--- src/rtl/tetromino_bag_scheduler.sv ---
// Tetromino 7-bag scheduler.
// Filters the raw 3-bit PRBS stream into a fair 7-bag sequence: every piece 0..6 is issued
// once per bag, while value 7 and repeats inside the current bag are rejected. Accepted pieces
// go into a small shift queue (head = current piece, the rest = preview). The game FSM pops the
// head through a valid/ready handshake.
//
// Ports:
//   i_pixclk       system clock, rising edge
//   i_reset        synchronous active-high reset, highest priority
//   i_enable       level; allows the scheduler to fill the queue
//   i_new_game     one-cycle pulse; flush queue, bag and reject counter
//   i_rand         PRBS sample, one per cycle
//   i_piece_ready  consumer ready; pop on o_piece_valid && i_piece_ready
//   o_piece_valid  queue non-empty
//   o_piece_id     head-of-queue piece id (0 while empty)
//   o_bram_addr    o_piece_id << BASE_SHIFT, resized to ADDR_W
//   o_preview_ids  entries 1..QUEUE_DEPTH-1, 3 bits each, invalid slots read 3'd7
//   o_count        number of valid queue entries
//   o_bag_mask     bit p set = piece p already issued in the current bag
module tetromino_bag_scheduler #(
  parameter int unsigned QUEUE_DEPTH = 4,
  parameter int unsigned MAX_REJECT  = 8,
  parameter int unsigned ADDR_W      = 8,
  parameter int unsigned BASE_SHIFT  = 5
) (
  input  logic                         i_pixclk,
  input  logic                         i_reset,
  input  logic                         i_enable,
  input  logic                         i_new_game,
  input  logic [2:0]                   i_rand,
  input  logic                         i_piece_ready,
  output logic                         o_piece_valid,
  output logic [2:0]                   o_piece_id,
  output logic [ADDR_W-1:0]            o_bram_addr,
  output logic [3*(QUEUE_DEPTH-1)-1:0] o_preview_ids,
  output logic [3:0]                   o_count,
  output logic [6:0]                   o_bag_mask
);

  localparam int unsigned RejW      = (MAX_REJECT > 1) ? $clog2(MAX_REJECT) : 1;
  localparam int unsigned AddrWideW = ADDR_W + BASE_SHIFT + 3;
  localparam logic [3:0]      Depth   = 4'(QUEUE_DEPTH);
  localparam logic [RejW-1:0] RejLast = RejW'(MAX_REJECT - 1);

  typedef enum logic [1:0] {StIdle, StFill, StFull} state_e;

  state_e          state_q, state_d;
  logic [2:0]      queue_q [QUEUE_DEPTH];
  logic [2:0]      queue_d [QUEUE_DEPTH];
  logic [3:0]      count_q, count_d;
  logic [6:0]      mask_q, mask_d;
  logic [RejW-1:0] rej_q, rej_d;

  logic       pop, sample_en, accept, fallback, push;
  logic [2:0] fill_id, push_id;
  logic [3:0] count_after_pop;
  logic [7:0] mask_ext;
  logic [6:0] mask_set;

  // Lowest-index piece not yet issued; the mask never holds 7'h7F, so one always exists.
  always_comb begin
    fill_id = 3'd0;
    for (int p = 6; p >= 0; p--) begin
      if (!mask_q[p]) fill_id = 3'(p);
    end
  end

  always_comb begin
    pop       = (count_q != 4'd0) && i_piece_ready;
    // In StFull the queue is full, so sampling there only happens on a pop cycle.
    sample_en = ((state_q == StFill) || (state_q == StFull)) && (pop || (count_q < Depth));
    // Bit 7 forced high so that i_rand == 7 is never accepted.
    mask_ext  = {1'b1, mask_q};
    accept    = !mask_ext[i_rand];
    fallback  = !accept && (rej_q == RejLast);
    push      = sample_en && (accept || fallback);
    push_id   = accept ? i_rand : fill_id;
    mask_set  = mask_q | (7'b1 << push_id);
  end

  always_comb begin
    state_d         = state_q;
    queue_d         = queue_q;
    count_d         = count_q;
    mask_d          = mask_q;
    rej_d           = rej_q;
    count_after_pop = count_q - {3'b000, pop};

    if (i_new_game) begin
      for (int i = 0; i < int'(QUEUE_DEPTH); i++) queue_d[i] = 3'd7;
      count_d = 4'd0;
      mask_d  = 7'd0;
      rej_d   = '0;
      state_d = i_enable ? StFill : StIdle;
    end else begin
      if (pop) begin
        for (int i = 0; i < int'(QUEUE_DEPTH) - 1; i++) queue_d[i] = queue_q[i+1];
        queue_d[QUEUE_DEPTH-1] = 3'd7;
      end

      if (sample_en) begin
        if (push) begin
          // Tail slot after the (optional) shift.
          for (int i = 0; i < int'(QUEUE_DEPTH); i++) begin
            if (4'(i) == count_after_pop) queue_d[i] = push_id;
          end
          // Completing the bag starts the next one immediately.
          mask_d = (mask_set == 7'h7F) ? 7'd0 : mask_set;
          rej_d  = '0;
        end else begin
          rej_d = rej_q + RejW'(1);
        end
      end

      count_d = count_after_pop + {3'b000, push};

      unique case (state_q)
        StIdle: if (i_enable) state_d = StFill;
        StFill: begin
          if (!i_enable) state_d = StIdle;
          else if ((count_d == Depth) && !pop) state_d = StFull;
        end
        StFull: begin
          if (!i_enable) state_d = StIdle;
          else if (pop) state_d = StFill;
        end
        default: state_d = StIdle;
      endcase
    end
  end

  always_ff @(posedge i_pixclk) begin
    if (i_reset) begin
      state_q <= StIdle;
      for (int i = 0; i < int'(QUEUE_DEPTH); i++) queue_q[i] <= 3'd7;
      count_q <= 4'd0;
      mask_q  <= 7'd0;
      rej_q   <= '0;
    end else begin
      state_q <= state_d;
      queue_q <= queue_d;
      count_q <= count_d;
      mask_q  <= mask_d;
      rej_q   <= rej_d;
    end
  end

  always_comb begin
    o_piece_valid = (count_q != 4'd0);
    o_count       = count_q;
    o_bag_mask    = mask_q;
    o_piece_id    = o_piece_valid ? queue_q[0] : 3'd0;
    o_bram_addr   = ADDR_W'(AddrWideW'(o_piece_id) << BASE_SHIFT);
    o_preview_ids = '1;
    for (int k = 1; k < int'(QUEUE_DEPTH); k++) begin
      o_preview_ids[3*(k-1) +: 3] = (4'(k) < count_q) ? queue_q[k] : 3'd7;
    end
  end

endmodule

--- config.mk ---
export PLATFORM = sky130hd
export DESIGN_NAME = tetromino_bag_scheduler
export DESIGN_NICKNAME = d
export VERILOG_FILES = /design/src/rtl/tetromino_bag_scheduler.sv
export SDC_FILE = /design/constraint.sdc
export NUM_CORES = 1
export LEC_CHECK = 0
export CAP_MARGIN = 20
export CORE_ASPECT_RATIO = 1.5
export CORE_MARGIN = 10
export CORE_UTILIZATION = 52
export CTS_CLUSTER_DIAMETER = 30
export DETAILED_ROUTE_END_ITERATION = 6
export PLACE_DENSITY = 0.8
export SETUP_SLACK_MARGIN = 0.05
export SYNTH_ARGS = -nofsm -noshare
export SYNTH_HDL_FRONTEND = slang
export SYNTH_SLANG_ARGS = --single-unit
--- constraint.sdc ---
create_clock -name i_pixclk -period 4.5 [get_ports i_pixclk]
set_input_delay 0.45 -clock i_pixclk [delete_from_list [all_inputs] [get_ports i_pixclk]]
set_output_delay 0.45 -clock i_pixclk [all_outputs]
set_load 0.02 [all_outputs]
==> results.json <==
{
  "fin_cells": 320,
  "synthTopCellsByArea": "dfxtp_1, mux2i_1, ha_1",
  "fin_hold_ws_ns": 0.472,
  "sw_frac_of_total_pct": 32.7,
  "yosys_warnings": 0,
  "worstPathRequired_ns": 4.69,
  "power_density_mw_per_mm2": 240,
  "synthesis.instances": 252,
  "gr-total-overflow": 0,
  "clock_path_buffers": 2,
  "syn_area_per_cell_sq_um": 8.31,
  "ctsResizeCount": 0,
  "combPwrFrac_pct": 31.4,
  "critPathKind": "reg -> reg",
  "seq_power_share_pct": 44.9,
  "synth_top_area_share_pct": 26.8,
  "io_pins": 40,
  "nets": 295,
  "via_per_inst": 5.90,
  "drc": 0,
  "dp.cells": 317,
  "fin_crit_ns": 3.71,
  "status": "finished, final reports clean",
  "clk_pin_slew_ns": 0.09,
  "finalCritPeriodShare_pct": 82.4,
  "regArea_sq_um": 561,
  "vdd_drop_max_mv": 0.138,
  "cts_setup_buffers": 0,
  "async_flop_share_pct": 0,
  "root_buffer": "clkbuf_8",
  "synth_area_sq_mm": 0.00209,
  "synth_area_leader_cell": "dfxtp_1",
  "start_util_pct": 53.4,
  "fin_tns_setup_ns": 0,
  "grt_pass1_wl_mm": 8.67,
  "synth-edff-count": 0,
  "cts_tree": "done",
  "p_leak_nw": 0.934,
  "antenna_cells": 0,
  "synth_compound_area_share_pct": 17.8,
  "synthAdderAreaFrac_pct": 5.97,
  "num_rows": 28,
  "dr.first_iter.drc_count": 149,
  "route.vias.total": 1888,
  "die_x_microns": 71.8,
  "antenna_found_initial": 0,
  "synth_commonest_cells": "dfxtp_1, nand2_1, a21oi_1, nor2_1",
  "grt_pass1_vias": 1885,
  "crit_fanout": 10,
  "place_congestion": 0.930,
  "power_switching_uw": 189,
  "setup_viol": 0,
  "hold_class": "reg -> reg",
  "p_int_uw": 390,
  "power.total_uw": 579,
  "placed_area_sq_mm": 0.00237,
  "area_growth_pct": 15.2,
  "drt-pass1-iter-count": 4,
  "multi_input_area_sq_mm": 0.00135,
  "worst_pin_slew_ns": 0.771,
  "synth_top_family_by_area": "simple AND/OR/NAND/NOR gates",
  "worstSetupStartpointType": "flip-flop",
  "drive_gt1_share_pct": 13.1,
  "design_area_sq_mm": 0.00241,
  "portBuffers": 34,
  "wirelength_mm": 5.34,
  "clockPowerShare_pct": 23.7,
  "htreeDepth": 1,
  "setup.worst_path.end_class": "flip-flop",
  "die_h_microns": 97.7,
  "rsz0062_at_grt": "no",
  "fin_util_pct": 61.5,
  "skew_ns": 0.00611,
  "cts_hold_buf": 0,
  "synth_xor_area_share_pct": 2.09,
  "final_antenna_net_count": 0,
  "yosys_most_used_dff": "dfxtp_1",
  "dpl.hpwl_mm": 4.34,
  "yosysUniqueCellTypes": 58,
  "place_ws_ns": 0.686,
  "yosys.cell_count.top_type": "dfxtp_1",
  "synthMuxAreaShare_pct": 12.5,
  "ys_ff_latch": 28,
  "max_slew_margin_pct": 48.1,
  "drv_slew": 0,
  "fmax_mhz": 270,
  "wl_per_cell_microns": 16.7,
  "grt_max_degree": 18,
  "clock_latency_ns": 0.27,
  "gr-usage-all-layers_pct": 14.9,
  "cp.arrival_ns": 3.90,
  "cts_buffers": 3,
  "dieArea_sq_mm": 0.00702,
  "setup_ws_ns": 0.790,
  "yosysSeqAreaShare_pct": 26.8,
  "coreArea_sq_mm": 0.00392,
  "clkSinkCount": 28,
  "finalHoldViolations": 0,
  "synthSimpleGateAreaFrac_pct": 25.0,
  "drv_cap": 0,
  "fillCellCount": 370
}
## kinds of logic (layout without fill, tap and decap cells)
group / after synthesis / in the layout
XOR/XNOR: 5 / 5
adder cells (fa/ha/maj): 10 / 10
flip-flops: 28 / 28
AND/OR/NAND/NOR: 94 / 94
multiplexers: 25 / 25
AO/OA/AOI/OAI: 54 / 54
other: 1 / 5
buffers and inverters: 35 / 54
## path summary, 6_finish.rpt
kind	from	endpoint	slack, ns	cells after the start
worst max-delay path	o_count[3]$_SDFF_PP0_	state_q[0]$_SDFFE_PP0P_	0.79	13
worst min-delay path	rej_q[2]$_SDFFE_PP0N_	rej_q[2]$_SDFFE_PP0N_	0.47	2
worst max register to register	o_count[3]$_SDFF_PP0_	state_q[0]$_SDFFE_PP0P_	0.79	13
worst min register to register	rej_q[2]$_SDFFE_PP0N_	rej_q[2]$_SDFFE_PP0N_	0.47	2
## cell usage in the layout (no fill, tap or decap), drive strengths merged, types with 6 or more instances in the layout
cell           count
a21oi             17
a31oi              6
and2               7
clkdlybuf4s50     34
dfxtp             28
ha                10
inv               15
mux2              10
mux2i             15
nand2             21
nor2              16
nor3              11
o21ai             12
or2               10
## sequential cells by signal, indices dropped and copies added, names as in the netlist
register	flops
o_bag_mask	7
o_count	4
queue_q	12
rej_q	3
state_q	2
## critical path: stages (launching register included)
cell and delay, ns:
dfxtp_1 0.42, or4_1 0.68, nand2_4 0.24, clkinv_1 0.23, ha_1 0.36, inv_1 0.11
ha_1 0.20, nand3b_1 0.10, xnor2_1 0.14, o21ai_0 0.32, o21ai_0 0.17, a211oi_2 0.27
mux2i_1 0.12, a311oi_1 0.25
## area by class of cell
cell class                      count  area share, %
Clock buffer                        3           1.71
Inverter                           16           2.49
Multi-Input combinational cell    193           55.8
Sequential cell                    28           23.2
Tap cell                           45           2.33
Timing Repair Buffer               35           14.4
## per-layer routing
metal | global-route usage [%] | vias to the layer above | wire (microns)
met5 | 0 | - | 0
met4 | 9.72 | 0 | 256
met3 | 3.04 | 21 | 221
met2 | 27.1 | 57 | 2920
met1 | 14.5 | 878 | 1940
li1 | - | 932 | -
## power by group through the flow
stage,registers (mW),clock network (mW),logic (mW)
final,0.260,0.137,0.182
after global placement,0.266,0,0.180
after global routing,0.261,0.152,0.199
after CTS,0.260,0.141,0.183
after floorplan,0.265,0,0.133
after detailed placement,0.266,0,0.182
Note: power is estimated with default switching activity, not from simulation.
